==> src/rtl/clk_div_ctrl_pkg.sv <==
// rtl/clk_div_ctrl_pkg.sv - shared types and constants for the clock divider controller
package clk_div_ctrl_pkg;

    typedef enum logic [1:0] {
        IDLE = 2'd0,
        RUN  = 2'd1,
        PEND = 2'd2,
        STOP = 2'd3
    } state_t;

    localparam int DEF_HALF_RST = 2;
    localparam int PERIOD_W     = 16;

endpackage

==> src/rtl/clk_div_ctrl_if.sv <==
// rtl/clk_div_ctrl_if.sv - half-period configuration handshake channel
interface clk_div_ctrl_if #(
    parameter int CNT_W = 8
);
    logic             cfg_valid;
    logic [CNT_W-1:0] cfg_half;
    logic             cfg_ready;

    modport master (
        output cfg_valid,
        output cfg_half,
        input  cfg_ready
    );

    modport slave (
        input  cfg_valid,
        input  cfg_half,
        output cfg_ready
    );

endinterface

==> src/rtl/clk_div_core.sv <==
// rtl/clk_div_core.sv - half-period counter, divided clock and edge tick registers
module clk_div_core #(
    parameter int CNT_W = 8
) (
    input  logic             clk,
    input  logic             reset,
    input  logic             run,
    input  logic [CNT_W-1:0] half,
    input  logic             restart,
    output logic             clk_out,
    output logic             tick_rise,
    output logic             tick_fall,
    output logic             wrap,
    output logic             toggle_low
);

    logic [CNT_W-1:0] cnt;

    // Wrap at half-1 so the counter never needs more than CNT_W bits.
    assign wrap       = (cnt == half - CNT_W'(1));
    assign toggle_low = wrap && clk_out;

    always_ff @(posedge clk or negedge reset) begin
        if (!reset) begin
            cnt       <= '0;
            clk_out   <= 1'b0;
            tick_rise <= 1'b0;
            tick_fall <= 1'b0;
        end else if (!run) begin
            cnt       <= '0;
            clk_out   <= 1'b0;
            tick_rise <= 1'b0;
            tick_fall <= 1'b0;
        end else begin
            tick_rise <= wrap && !clk_out;
            tick_fall <= wrap && clk_out;
            if (wrap)
                clk_out <= !clk_out;
            if (wrap || restart)
                cnt <= '0;
            else
                cnt <= cnt + CNT_W'(1);
        end
    end

endmodule

==> src/rtl/clk_div_ctrl.sv <==
// rtl/clk_div_ctrl.sv - programmable glitch-free clock divider controller
// Optional 16-bit period counter output enabled by CLK_DIV_CTRL_STATS_EN.
module clk_div_ctrl
    import clk_div_ctrl_pkg::*;
#(
    parameter int CNT_W    = 8,
    parameter int DEF_HALF = DEF_HALF_RST
) (
    input  logic                clk,
    input  logic                reset,
    input  logic                en,
    clk_div_ctrl_if.slave       cfg,
    output logic                cfg_err,
    output logic [CNT_W-1:0]    cur_half,
    output logic                clk_out,
    output logic                tick_rise,
    output logic                tick_fall,
`ifdef CLK_DIV_CTRL_STATS_EN
    output logic [PERIOD_W-1:0] period_cnt,
`endif
    output logic                busy
);

    state_t           state, state_nxt;
    logic [CNT_W-1:0] pend_half;
    logic             pend_valid;
    logic             accept, cfg_zero;
    logic             run, restart, wrap, toggle_low;
    logic             load_cfg, store_pend, apply_pend;

    assign cfg.cfg_ready = (state == IDLE) || (state == RUN);
    assign accept        = cfg.cfg_valid && cfg.cfg_ready;
    assign cfg_zero      = (cfg.cfg_half == '0);
    assign busy          = (state != IDLE);
    assign restart       = apply_pend;

    always_comb begin
        state_nxt  = state;
        run        = (state != IDLE);
        load_cfg   = 1'b0;
        store_pend = 1'b0;
        apply_pend = 1'b0;
        case (state)
            IDLE: begin
                load_cfg = accept && !cfg_zero;
                if (en)
                    state_nxt = RUN;
            end
            RUN: begin
                if (accept && !cfg_zero) begin
                    store_pend = 1'b1;
                    state_nxt  = en ? PEND : STOP;
                end else if (!en) begin
                    state_nxt = STOP;
                end
            end
            PEND: begin
                if (toggle_low) begin
                    apply_pend = 1'b1;
                    state_nxt  = en ? RUN : STOP;
                end else if (!en) begin
                    state_nxt = STOP;
                end
            end
            STOP: begin
                if (en) begin
                    if (pend_valid && toggle_low) begin
                        apply_pend = 1'b1;
                        state_nxt  = RUN;
                    end else begin
                        state_nxt = pend_valid ? PEND : RUN;
                    end
                end else if (toggle_low || (wrap && !clk_out)) begin
                    // Ending on a low-phase wrap must not let the core toggle high.
                    apply_pend = pend_valid;
                    run        = clk_out;
                    state_nxt  = IDLE;
                end
            end
            default: state_nxt = IDLE;
        endcase
    end

    always_ff @(posedge clk or negedge reset) begin
        if (!reset) begin
            state      <= IDLE;
            cur_half   <= CNT_W'(DEF_HALF);
            pend_half  <= '0;
            pend_valid <= 1'b0;
            cfg_err    <= 1'b0;
        end else begin
            state   <= state_nxt;
            cfg_err <= accept && cfg_zero;
            if (load_cfg)
                cur_half <= cfg.cfg_half;
            else if (apply_pend)
                cur_half <= pend_half;
            if (store_pend) begin
                pend_half  <= cfg.cfg_half;
                pend_valid <= 1'b1;
            end else if (apply_pend) begin
                pend_valid <= 1'b0;
            end
        end
    end

`ifdef CLK_DIV_CTRL_STATS_EN
    always_ff @(posedge clk or negedge reset) begin
        if (!reset)
            period_cnt <= '0;
        else if (load_cfg || apply_pend)
            period_cnt <= '0;
        else if (tick_rise)
            period_cnt <= period_cnt + PERIOD_W'(1);
    end
`endif

    clk_div_core #(
        .CNT_W (CNT_W)
    ) u_core (
        .clk        (clk),
        .reset      (reset),
        .run        (run),
        .half       (cur_half),
        .restart    (restart),
        .clk_out    (clk_out),
        .tick_rise  (tick_rise),
        .tick_fall  (tick_fall),
        .wrap       (wrap),
        .toggle_low (toggle_low)
    );

endmodule

==> src/flat_wrapper.sv <==
// flat-port wrapper written by rule: the top's interface ports become plain ports
module clk_div_ctrl_flat import clk_div_ctrl_pkg::*;
#(
    parameter int CNT_W    = 8,
    parameter int DEF_HALF = DEF_HALF_RST
)
  (clk, reset, en, cfg_err, cur_half, clk_out, tick_rise, tick_fall, busy, cfg_cfg_valid, cfg_cfg_half, cfg_cfg_ready);
  clk_div_ctrl_if #(.CNT_W(CNT_W)) cfg_i ();
  input  logic clk;
  input  logic reset;
  input  logic en;
  output logic cfg_err;
  output logic [CNT_W-1:0] cur_half;
  output logic clk_out;
  output logic tick_rise;
  output logic tick_fall;
  output logic busy;
  input wire logic [$bits(cfg_i.cfg_valid)-1:0] cfg_cfg_valid;
  input wire logic [$bits(cfg_i.cfg_half)-1:0] cfg_cfg_half;
  output wire logic [$bits(cfg_i.cfg_ready)-1:0] cfg_cfg_ready;
  assign cfg_i.cfg_valid = cfg_cfg_valid;
  assign cfg_i.cfg_half = cfg_cfg_half;
  assign cfg_cfg_ready = cfg_i.cfg_ready;
  clk_div_ctrl #(.CNT_W(CNT_W), .DEF_HALF(DEF_HALF)) u_core (.clk(clk), .reset(reset), .en(en), .cfg(cfg_i), .cfg_err(cfg_err), .cur_half(cur_half), .clk_out(clk_out), .tick_rise(tick_rise), .tick_fall(tick_fall), .busy(busy));
endmodule
==> config.mk <==
export PLATFORM = sky130hd
export DESIGN_NAME = clk_div_ctrl_flat
export DESIGN_NICKNAME = d
export VERILOG_FILES = /design/src/rtl/clk_div_ctrl_pkg.sv /design/src/rtl/clk_div_ctrl_if.sv /design/src/rtl/clk_div_core.sv /design/src/rtl/clk_div_ctrl.sv /design/src/flat_wrapper.sv
export SDC_FILE = /design/constraint.sdc
export NUM_CORES = 1
export LEC_CHECK = 0
export ABC_CLOCK_PERIOD_IN_PS = 2600
export BUFFER_PORTS_ARGS = -buffer_cell sky130_fd_sc_hd__buf_2
export CORE_UTILIZATION = 45
export CTS_BUF_LIST = sky130_fd_sc_hd__clkbuf_8
export DETAILED_ROUTE_END_ITERATION = 7
export GPL_TIMING_DRIVEN = 0
export PLACE_DENSITY = 0.73
export SLEW_MARGIN = 20
export SYNTH_ARGS = -nofsm -noshare
export SYNTH_HDL_FRONTEND = slang
export SYNTH_SLANG_ARGS = --single-unit
==> constraint.sdc <==
create_clock -name clk -period 2.6 [get_ports clk]
set_clock_uncertainty 0.05 [all_clocks]
set_input_delay 0 -clock clk [delete_from_list [all_inputs] [get_ports clk]]
set_output_delay 0 -clock clk [all_outputs]
set_load 0.05 [all_outputs]
# Word-level counts from Yosys, hierarchy flattened
# Index checks and enable logic that the tools add are counted.
# totals
regBits	31
inputBits	12
output_inout_bits	14
word_cells	67
# classes
add_sub_neg	2
n_eq_ne	7
n_mux	32
n_reduce_logical	17
# op_table
operator	n
$mux W8	4
$mux W2	9
$mux W1	17
$add A8 B1 Y8 const B	1
$eq A8 B8 Y1	1
$logic_not A8 Y1	1
$pmux W2 S4	1
$sub A8 B1 Y8 const B	1
$logic_and A1 B1 Y1	6
$reduce_bool A2 Y1	3
$eq A2 B2 Y1 const B	2
$logic_or A1 B1 Y1	3
$ne A3 B2 Y1 const B	1
$eq A2 B1 Y1 const B	1
$logic_not A1 Y1	2
$logic_not A2 Y1	1
$ne A2 B1 Y1 const B	1
$ne A2 B2 Y1 const B	1
$pmux W1 S2	1
$reduce_and A2 Y1	1

# Longest topological paths before layout
# Gate-level depths: netlist (run 1).
# logic_depth
ltp_word	10
mapped_depth	9
ltp_nobuf	8

# Modules after synthesis
# From an unflattened synthesis (run 1), not the netlist that was laid out.
# hier_totals
hier_cells	164
hier_area_um2	1741.7
# by_module_without_submodules
mod	n_inst	cells_each	area_per_inst_um2	seq_area_each_um2
clk_div_ctrl	1	83	960.9	501.7
clk_div_core	1	81	780.7	275.3

# Least setup slack after synthesis (run 1)
# No wires, ideal clock.
# synth_path
path_type	register to register
start	reg u_core.cur_half[0]
end	reg u_core.state[0]
setup_time_ns	0.126
t_arrival_ns	2.478
required_ns	2.424
setup_slack_ns	-0.054
path_stages_with_launch	9
n_path_buf	0
synth_period_minus_slack_ns	2.654
cell_sequence	dfrtp_1 -> inv_1 -> ha_1 -> xor2_1 -> nand2_1 -> nor4b_1 -> o21ai_0 -> o31a_1 -> a221o_1
# synth_via
elab_chain_cells	7
elab_cells_between_ends	12
cone_classes	1 x add/sub; 2 x eq/ne; 4 x mux; 5 x reduce/logical
# synth_lines
item	line_no	source
start: declaration	clk_div_ctrl.sv:14	output logic [CNT_W-1:0] cur_half,
start signal: assignment	clk_div_ctrl.sv:87	cur_half <= CNT_W'(DEF_HALF);
start signal: assignment	clk_div_ctrl.sv:95	cur_half <= cfg.cfg_half;
start signal: assignment	clk_div_ctrl.sv:97	cur_half <= pend_half;
$sub A8 B1 Y8 *	clk_div_core.sv:20	assign wrap = (cnt == half - CNT_W'(1));
$eq A8 B8 Y1 *	clk_div_core.sv:20	
$logic_and A1 B1 Y1	clk_div_core.sv:21	assign toggle_low = wrap && clk_out;
$logic_and A1 B1 Y1	clk_div_ctrl.sv:67	if (pend_valid && toggle_low) begin
$mux W2	clk_div_ctrl.sv:67	
$mux W2	clk_div_ctrl.sv:66	if (en) begin
$pmux W2 S4	clk_div_ctrl.sv:43	case (state)
end signal: assignment	clk_div_ctrl.sv:92	state <= state_nxt;
end: declaration	clk_div_ctrl.sv:24	state_t state, state_nxt;
# Mark *: on every way between the ends. The rest lies on a longest branch, timed or not.
# A chain may end at the register's enable or synchronous reset.

# Worst setup path after layout (run 1)
# layout_path
start	reg u_core.cur_half[2]
end	reg u_core.state[0]
# The elaborated chain is that of the path after synthesis.

==> impl_metrics.tcl, run 1 <==
set metrics [dict create \
    hpwl_um 2580 \
    die_h_um 64.1 \
    yosysWarnings 0 \
    design.portCount 26 \
    antenna_left 0 \
    dp.cells 247 \
    ctsHtreeMaxLevel 2 \
    p_per_area_nw_per_um2 1160 \
    start_util_pct 47.1 \
    grt.overflow.total 0 \
    p_leak_nw 0.962 \
    drc_errors 0 \
    synth_edf_count 0 \
    grt_max_degree 32 \
    mostFrequentLayoutCells "dfrtp_1, buf_2, nor2_1" \
    r2r_end "u_core.state[0]" \
    track_usage_pct 21.1 \
    numPortBuffers 25 \
    post_drt_wl_per_cell_um 14.3 \
    combPwrFrac_pct 49.2 \
    status "complete, no violations" \
    clock_path_buffers 2 \
    finalWirelength_um 3840 \
    synth_top_cell_by_area "dfrtp_1" \
    reg2reg_slack_ns 0.07 \
    slew_viol_final 0 \
    numCtsBuffers 5 \
    syn_avg_cell_area_um2 9.98 \
    cp.depth 6 \
    min_from "en" \
    worstMarginPinSlew_ns 0.656 \
    whs_ns 0.211 \
    grt_pass1_vias 1370 \
    crit_family "simple AND/OR/NAND/NOR gates" \
    synthCells 174 \
    finalCriticalPeriod_ns 2.53 \
    whs_endpoint "u_core.state[0]" \
    slowest_stage "or4_4" \
    drtPass1Iterations 6 \
    p_clk_share_pct 15.3 \
    worstPathCellList "or4_4 > or4_4 > o211ai_2 > a31oi_4 > o31a_1 > a221o_1" \
    regArea_um2 779 \
    path_max_fanout 10 \
    mostFrequentLayoutCell "dfrtp_1" \
    row_count 22 \
    synth.distinct_cells 45 \
    synth_fp_nets 188 \
    finalHoldViolCount 0 \
    crit_required_ns 2.72 \
    multi_input_area_um2 940 \
    area_delta_synth_final_pct 25.3 \
    synth_flop_cell "dfrtp_1" \
    fill_cells 338 \
    timing.fmax_ghz 0.395 \
    ys_top_cells_by_area "dfrtp_1, mux2_2, xor2_1, a221o_1, o21ai_0" \
    total_power_mw 2.52 \
    grt_pass1_wl_um 6510 \
    rsz0062_at_grt "no" \
    peakVddDrop_v 0.000585 \
    crit_type "reg -> reg" \
    cts_tree "yes" \
    whs_path_depth 4 \
    ys_seq_area_share_pct 44.7 \
    min_path_type "in -> reg" \
    worstPathBufferInverterCount 0 \
    path_clk_slew_ns 0.06 \
    drive_gt1_share_pct 27.6 \
    critPathLaunchType "flip-flop" \
    rr_startpoint "u_core.cur_half[2]" \
    crit_top_cell "or4_4" \
    intPower_mw 1.38 \
    core_um2 3690 \
    async_flop_share_pct 100 \
    post-route-util_pct 59.0 \
    syn_area_um2 1740 \
    p_seq_share_pct 35.5 \
    crit_arrival_ns 2.65 \
    post_dp_cell_area_um2 1920 \
    synth-seq-cells 31 \
    setup_viol 0 \
    maxCapViolations 0 \
    design_area_um2 2180 \
    r2r_cells 6 \
    cts_root_buffer "clkbuf_8" \
    diodes 0 \
    slowest_delay_ns 0.56 \
    clock_sinks 31 \
    vias 1472 \
    clkLatencyLatePin_ns 0.29 \
    relSlewSlack_pct 56.3 \
    period_share_pct 97.3 \
    fin_nets 234 \
    fp.dieArea_um2 4110 \
    end_kind "flip-flop" \
    antenna_found_initial 0 \
    die_w_um 64.1 \
    p_sw_share_pct 45.4 \
    layout.cells.non_filler 269 \
    via_per_inst 5.47 \
    switchingPower_mw 1.14 \
    drt-initial-drc-count 83 \
    synth_top_area_share_pct 43.2 \
    globalplace.congestion 0.839 \
]
-- metal layers --
metal / vias to the layer above / GRT usage (%) / part of all wire (%) / wire [µm]
li1: 739 / - / - / -
met1: 684 / 27.9 / 48 / 1830
met2: 43 / 33.4 / 46 / 1780
met3: 6 / 6.07 / 4.8 / 185
met4: 0 / 6.67 / 1.2 / 46
met5: - / 0 / 0 / 0
-- sequential cells by signal, summed over array words and instances (netlist names) --
register,flops
u_core.cur_half,8
u_core.pend_half,8
u_core.u_core.cnt,8
u_core.state,2
u_core.cfg_err,1
u_core.pend_valid,1
u_core.u_core.clk_out,1
u_core.u_core.tick_fall,1
u_core.u_core.tick_rise,1
-- stage by stage --
step / setup TNS [ns] / setup slack, ns
detailed placement: -0.102 / -0.0333
floorplan: 0 / 0.0431
CTS: 0 / 0.0638
global placement: -0.0441 / -0.0128
global route: 0 / 0.00903
finish: 0 / 0.0712
-- cell families (layout without fill, tap and decap cells) --
logic type                 Yosys count  in the layout  share of synthesized area, %
xor gates and xnor gates            13             13                          6.56
and+or+nand+nor                     69             69                          22.3
muxes                                8              8                          5.19
adders and majority gates            2              2                          1.44
DFF                                 31             31                          44.7
buffers and inverters               11             58                          2.67
AOI/OAI and AO/OA                   40             40                          17.1
-- worst max path at each step --
stage / start / end / slack, ns
finish: u_core.cur_half[2] / u_core.state[0] / 0.07
global route: u_core.cur_half[1] / u_core.state[0] / 0.009
CTS: u_core.cur_half[2] / u_core.cur_half[5] / 0.06
detailed placement: u_core.cur_half[1] / u_core.cur_half[5] / -0.03
global placement: u_core.cur_half[0] / u_core.cur_half[7] / -0.01
floorplan: u_core.cur_half[1] / u_core.state[0] / 0.04
-- what timing repair did --
item	4_1_cts	5_1_grt
endpoints found under the hold margin	47	0
gates resized for setup	1	6
endpoints found under the setup margin	5	15
pin swaps	0	1
buffers inserted	0	4
hold buffers	10	0
-- power by group through the flow --
stage               clock network [mW]  registers (mW)  logic [mW]
floorplan                            0            1.07       0.712
global placement                     0           0.895        1.13
detailed placement                   0           0.903        1.15
CTS                              0.393           0.895        1.18
global route                     0.420           0.924        1.37
finish                           0.386           0.895        1.24
-- area by class of cell --
class                   count  area share [%]
well taps                  48            2.76
flip-flops and latches     31            35.8
multi-input cells         132            43.2
clock inverters             2           0.403
clock buffers               6            3.80
inverters                   6            1.04
repair buffers             39            11.7
plain buffers               5            1.27
-- worst min-delay path, delay by kind of cell --
kind	cells	cell delay, ns
compound gates	2	0.38
buf+inv	1	0.09
simple gates	1	0.05
-- cells in the mapped netlist (2+ instances only) --
library cell / count
and3_1: 7
inv_1: 6
mux2_2: 8
nor3_1: 9
nor2_1: 13
a31oi_1: 5
nand2_1: 8
o211ai_1: 2
a21oi_1: 5
ha_1: 2
nand3b_1: 2
and2_1: 4
a221o_1: 5
nand2b_1: 3
or4_4: 2
nor3b_1: 3
nor4_1: 3
o21ai_0: 10
xor2_1: 8
nand3_1: 9
xnor2_1: 5
clkbuf_1: 3
dfrtp_1: 30
No activity file was read; power rests on OpenSTA's default activity.
==> run 2: changes to the inputs <==
ABC_AREA = 1   (was not set)
CORE_MARGIN = 3   (was not set)
PLACE_DENSITY = 0.72   (was 0.73)
SYNTH_HIERARCHICAL = 1   (was not set)
==> impl_metrics.tcl, run 2 <==
set metrics [dict create \
    track_usage_pct 18.3 \
    whs_ns 0.0393 \
    die_w_um 71.3 \
    start_util_pct 47.3 \
    drt-initial-drc-count 93 \
    core_um2 4060 \
    p_per_area_nw_per_um2 1140 \
    synth_top_area_share_pct 39.1 \
    whs_path_depth 4 \
    synth_fa_ha_area_share_pct 1.30 \
    synth_common_cells "nand2_1, inv_1, dfrtp_1" \
    ctsHtreeMaxLevel 2 \
    via_per_inst 4.94 \
    design.portCount 26 \
    syn_area_um2 1920 \
    crit_required_ns 2.72 \
    slowest_stage "dfstp_2" \
    crit_top_cell "nand2_1" \
    synth.distinct_cells 27 \
    area_delta_synth_final_pct 23.6 \
    p_sw_share_pct 50.2 \
    largestRegisters "u_core/cur_half x8, u_core/pend_half x8, u_core/u_core/cnt x8" \
    synth-seq-cells 31 \
    slowest_delay_ns 0.57 \
    path_max_fanout 9 \
    grt_pass1_vias 1691 \
    finalHoldViolCount 0 \
    status "complete, no violations" \
    yosysWarnings 6 \
    crit_start "u_core/cur_half[1]" \
    crit_arrival_ns 2.56 \
    synth_top_family_by_area "simple AND/OR/NAND/NOR gates" \
    switchingPower_mw 1.36 \
    whs_endpoint "u_core/state[1]" \
    total_power_mw 2.71 \
    syn_avg_cell_area_um2 7.33 \
    crit_type "reg -> reg" \
    clkLatencyLatePin_ns 0.28 \
    maxCapViolations 0 \
    slew_viol_final 0 \
    yosysMostFrequentCell "nand2_1" \
    synth_compound_gate_area_share_pct 3.65 \
    synthCells 262 \
    timing.fmax_ghz 0.410 \
    cts_root_buffer "clkbuf_8" \
    synthSimpleGateAreaFrac_pct 38.7 \
    period_share_pct 93.8 \
    r2r_cells 18 \
    muxShareOfSynthArea_pct 0 \
    p_clk_share_pct 13.1 \
    fill_cells 374 \
    ys_top_cells_by_area "dfrtp_1, nand2_1, inv_1, nand3_1, nand4_1" \
    mostFrequentLayoutCells "nand2_1, inv_1, dfrtp_1" \
    mostFrequentLayoutCell "nand2_1" \
    antenna_left 0 \
    row_count 23 \
    globalplace.congestion 0.798 \
    worstPathCellList "inv_2 > ha_4 > nand2_1 > nand2_1 > nand2_1 > nor2_2 > nand3_2 > nor2_4 > nand2_4 > nor2_4 > inv_2 > buf_4 > nand2_1 > nand2_2 > nand2_4 > inv_4 > nand2_1 > nand2_1" \
    antenna_found_initial 0 \
    finalCriticalPeriod_ns 2.44 \
    p_leak_nw 1.31 \
    grt.overflow.total 0 \
    async_flop_share_pct 100 \
    numCtsBuffers 5 \
    numPortBuffers 25 \
    fin_nets 323 \
    vias 1778 \
    worstMarginPinSlew_ns 0.714 \
    drive_gt1_share_pct 25.2 \
    die_h_um 71.3 \
    synth_fp_nets 276 \
    synth_edf_count 0 \
    cts_tree "yes" \
    post_drt_wl_per_cell_um 11.8 \
    synthXorXnorAreaFrac_pct 5.47 \
    rr_startpoint "u_core/cur_half[1]" \
    clock_path_buffers 2 \
    reg2reg_slack_ns 0.16 \
    intPower_mw 1.35 \
    clock_sinks 31 \
    fp.dieArea_um2 5090 \
    end_kind "flip-flop" \
    drc_errors 0 \
    synth_flop_cell "dfrtp_1" \
    combPwrFrac_pct 55.7 \
    grt_max_degree 32 \
    peakVddDrop_v 0.000686 \
    diodes 0 \
    synth_top_cell_by_area "dfrtp_1" \
    min_path_type "in -> reg" \
    r2r_end "u_core/cur_half[6]" \
    setup_viol 0 \
    hpwl_um 2930 \
    p_seq_share_pct 31.2 \
    min_from "en" \
    relSlewSlack_pct 52.4 \
    drtPass1Iterations 4 \
    ys_seq_area_share_pct 40.5 \
    critPathLaunchType "flip-flop" \
    path_clk_slew_ns 0.06 \
    finalWirelength_um 4250 \
    grt_pass1_wl_um 7520 \
]
==> run 2: logic make-up after synthesis <==
family / after synthesis
AOI/OAI and AO/OA: 13
buffers and inverters: 51
adders and majority gates: 2
and+or+nand+nor: 153
xor gates and xnor gates: 12
DFF: 31
==> run 2: timing repair <==
action | in CTS | in global routing
endpoints found under the setup margin | 0 | 21
hold buffers | 10 | 0
setup buffers | 0 | 5
gates resized for setup | 0 | 14
hold endpoints to repair | 39 | 0
==> run 2: area by class of cell <==
cell class	instances	area, µm²	share of cell area (%)
well taps	50	62.6	2.63
flip-flops and latches	31	777	32.7
multi-input cells	180	991	41.7
plain buffers	3	17.5	0.738
repair buffers	40	263	11.1
clock inverters	3	12.5	0.527
clock buffers	5	68.8	2.90
inverters	48	183	7.69
==> run 2: worst max path at each step <==
stage                            to  cells after the start
3_3_place_gp   u_core/u_core/cnt[2]                     16
3_5_place_dp   u_core/u_core/cnt[3]                     20
5_1_grt        u_core/u_core/cnt[2]                     18
4_1_cts        u_core/u_core/cnt[5]                     16
2_1_floorplan  u_core/u_core/cnt[6]                     16
6_report         u_core/cur_half[6]                     18
==> run 2: metrics by stage <==
stage               instance area, µm²  setup slack (ns)  setup TNS, ns  util [%]  cells
floorplan                         1920            0.0498              0         -    262
global placement                  2110            0.0615              0      52.0    337
detailed placement                2110            0.0267              0      52.0    337
CTS                               2290            0.0126              0      56.4    355
global route                      2370          -0.00850        -0.0169      58.5    360
finish                            2370             0.160              0      58.5    360
==> run 2: power groups by stage <==
stage,Sequential (mW),Combinational (mW),Clock [mW]
2_1_floorplan,1.02,0.914,0
5_1_grt,0.876,1.71,0.396
4_1_cts,0.846,1.39,0.375
6_report,0.846,1.51,0.356
3_3_place_gp,0.850,1.34,0
3_5_place_dp,0.852,1.37,0
==> run 2: routing by layer <==
| layer | GRT usage [%] | wire length (µm) | part of all wire [%] | vias up |
|---|---|---|---|---|
| met5 | 0 | 0 | 0 | - |
| met4 | 5.64 | 49 | 1.2 | 0 |
| met3 | 4.35 | 199 | 4.7 | 7 |
| met2 | 29.5 | 2040 | 48 | 51 |
| met1 | 24.4 | 1960 | 46 | 814 |
| li1 | - | - | - | 906 |
==> run 2: worst max-delay path, delay by kind of cell (launching register included) <==
kind | cells | cell delay [ns]
adders and majority gates | 1 | 0.26
buffers and inverters | 4 | 0.32
DFF | 1 | 0.57
and+or+nand+nor | 13 | 1.12
==> run 3: changes to the inputs <==
ABC_CLOCK_PERIOD_IN_PS = 2450   (was 2600)
CORE_MARGIN = 2   (was 3)
PLACE_DENSITY = 0.7   (was 0.72)
RECOVER_POWER = 25   (was not set)
clock period = 2.45 ns   (was 2.6 ns; I/O delays follow)
==> impl_metrics.tcl, run 3 (synthesized netlist as in run 2, its figures left out) <==
set metrics [dict create \
    post-route-util_pct 60.0 \
    setup_viol 0 \
    total_power_mw 3.01 \
    worstPathBufferInverterCount 4 \
    row_count 23 \
    timing.fmax_ghz 0.410 \
    mostFrequentLayoutCells "nand2_1, inv_1, dfrtp_1" \
    slew_viol_final 32 \
    worstPathCellList "inv_2 > ha_4 > nand2_2 > nand2_1 > nand2_1 > nor2_2 > nand3_2 > nor2_4 > nand2_4 > nor2_4 > inv_2 > nand2_2 > nand2_1 > nand2_1 > nand2_2 > inv_2 > inv_2 > nand3_4 > nor2_2" \
    start_util_pct 47.3 \
    drtPass1Iterations 4 \
    crit_family "simple AND/OR/NAND/NOR gates" \
    slowest_delay_ns 0.54 \
    crit_type "reg -> reg" \
    peakVddDrop_v 0.000604 \
    fp.dieArea_um2 4810 \
    fin_ws_ns 0.0119 \
    period_share_pct 99.5 \
    ctsHtreeMaxLevel 2 \
    grt_max_degree 32 \
    dp.cells 337 \
    core_um2 4060 \
    area_delta_synth_final_pct 26.8 \
    clkLatencyLatePin_ns 0.28 \
    die_w_um 69.3 \
    antenna_found_initial 0 \
    end_kind "flip-flop" \
    slowest_stage "dfstp_2" \
    min_path_type "in -> reg" \
    grt_pass1_vias 1666 \
    p_per_area_nw_per_um2 1240 \
    clock_sinks 31 \
    post-place-ws_ns -0.0159 \
    status "complete, but fails checks" \
    grt.overflow.total 0 \
    critPathLaunchType "flip-flop" \
    drc_errors 0 \
    finalHoldViolCount 0 \
    finalCriticalPeriod_ns 2.44 \
    numPortBuffers 25 \
    cts_tree "yes" \
    globalplace.congestion 0.792 \
    largestRegisters "u_core/cur_half x8, u_core/pend_half x8, u_core/u_core/cnt x8" \
    rsz0062_at_grt "yes" \
    post_drt_wl_per_cell_um 11.4 \
    antenna_left 0 \
    clock_path_buffers 2 \
    crit_arrival_ns 2.55 \
    path_clk_slew_ns 0.07 \
    worstMarginPinSlew_ns 1.63 \
    crit_required_ns 2.57 \
    layout.cells.non_filler 361 \
    fill_cells 383 \
    p_leak_nw 1.32 \
    track_usage_pct 18.0 \
    die_h_um 69.3 \
    via_per_inst 4.84 \
    diodes 0 \
    vias 1749 \
    design.portCount 26 \
    drive_gt1_share_pct 27.7 \
    violations "max-capacitance violations, max-slew violations" \
    numCtsBuffers 5 \
    finalWirelength_um 4120 \
    hpwl_um 2840 \
    path_max_fanout 8 \
    grt_pass1_wl_um 7070 \
    fin_nets 324 \
    maxCapViolations 1 \
    relSlewSlack_pct -8.97 \
    cts_root_buffer "clkbuf_8" \
    drt-initial-drc-count 76 \
    mostFrequentLayoutCell "nand2_1" \
]
## run 3: timing repair
item                                    CTS  global route
buffers inserted                          1             4
endpoints found under the setup margin   10            19
resized for setup                         1            16
pin swaps                                 1            25
endpoints found under the hold margin    39             0
cloned                                    0             1
hold buffers                             10             0
## run 3: path summary, 6_finish.rpt
path / from / end / slack (ns) / cells past startpoint
max: u_core/cur_half[1] / u_core/u_core/cnt[6] / 0.01 / 19
min in group asynchronous: reset / u_core/state[1] / 0.62 / 2
max in group asynchronous: reset / u_core/cur_half[0] / 0.66 / 2
min: en / u_core/state[1] / 0.06 / 4
min reg2reg: u_core/u_core/cnt[0] / u_core/u_core/cnt[0] / 0.44 / 1
max reg2reg: u_core/cur_half[1] / u_core/u_core/cnt[6] / 0.01 / 19
## run 3: power breakdown
group	internal (mW)	switching, mW	total [mW]
clock network	0.329	0.187	0.516
logic	0.522	1.07	1.60
registers	0.702	0.198	0.900
total	1.55	1.46	3.01
## run 3: cell type report
type,instances,area (µm²),area share (%)
multi-input combinational,181,1010,41.7
sequential,31,778,32.0
timing repair buffer,40,259,10.6
inverter,48,185,7.61
clock buffer,6,82.6,3.39
tap,50,62.6,2.57
clock inverter,2,35.0,1.44
buffer,3,17.5,0.719
## run 3: worst min-delay path: stages
cell     delay, ns
buf_2         0.11
nor2_1        0.06
inv_1         0.05
nand4_1       0.11
## run 3: through the flow
stage | hold slack, ns | cell area (µm²) | TNS [ns]
after floorplan | -0.346 | 1940 | 0
after global placement | 0.0427 | 2130 | 0
after detailed placement | 0.0513 | 2130 | -0.103
after CTS | 0.0507 | 2360 | 0
after global routing | 0.0848 | 2430 | -2.63
final | 0.0629 | 2430 | 0
## run 3: metal layers
| layer | track usage (%) | wire length, µm |
|---|---|---|
| met1 | 22.6 | 1910 |
| met2 | 29.8 | 2000 |
| met3 | 3.92 | 137 |
| met4 | 7.84 | 70 |
| met5 | 0 | 0 |
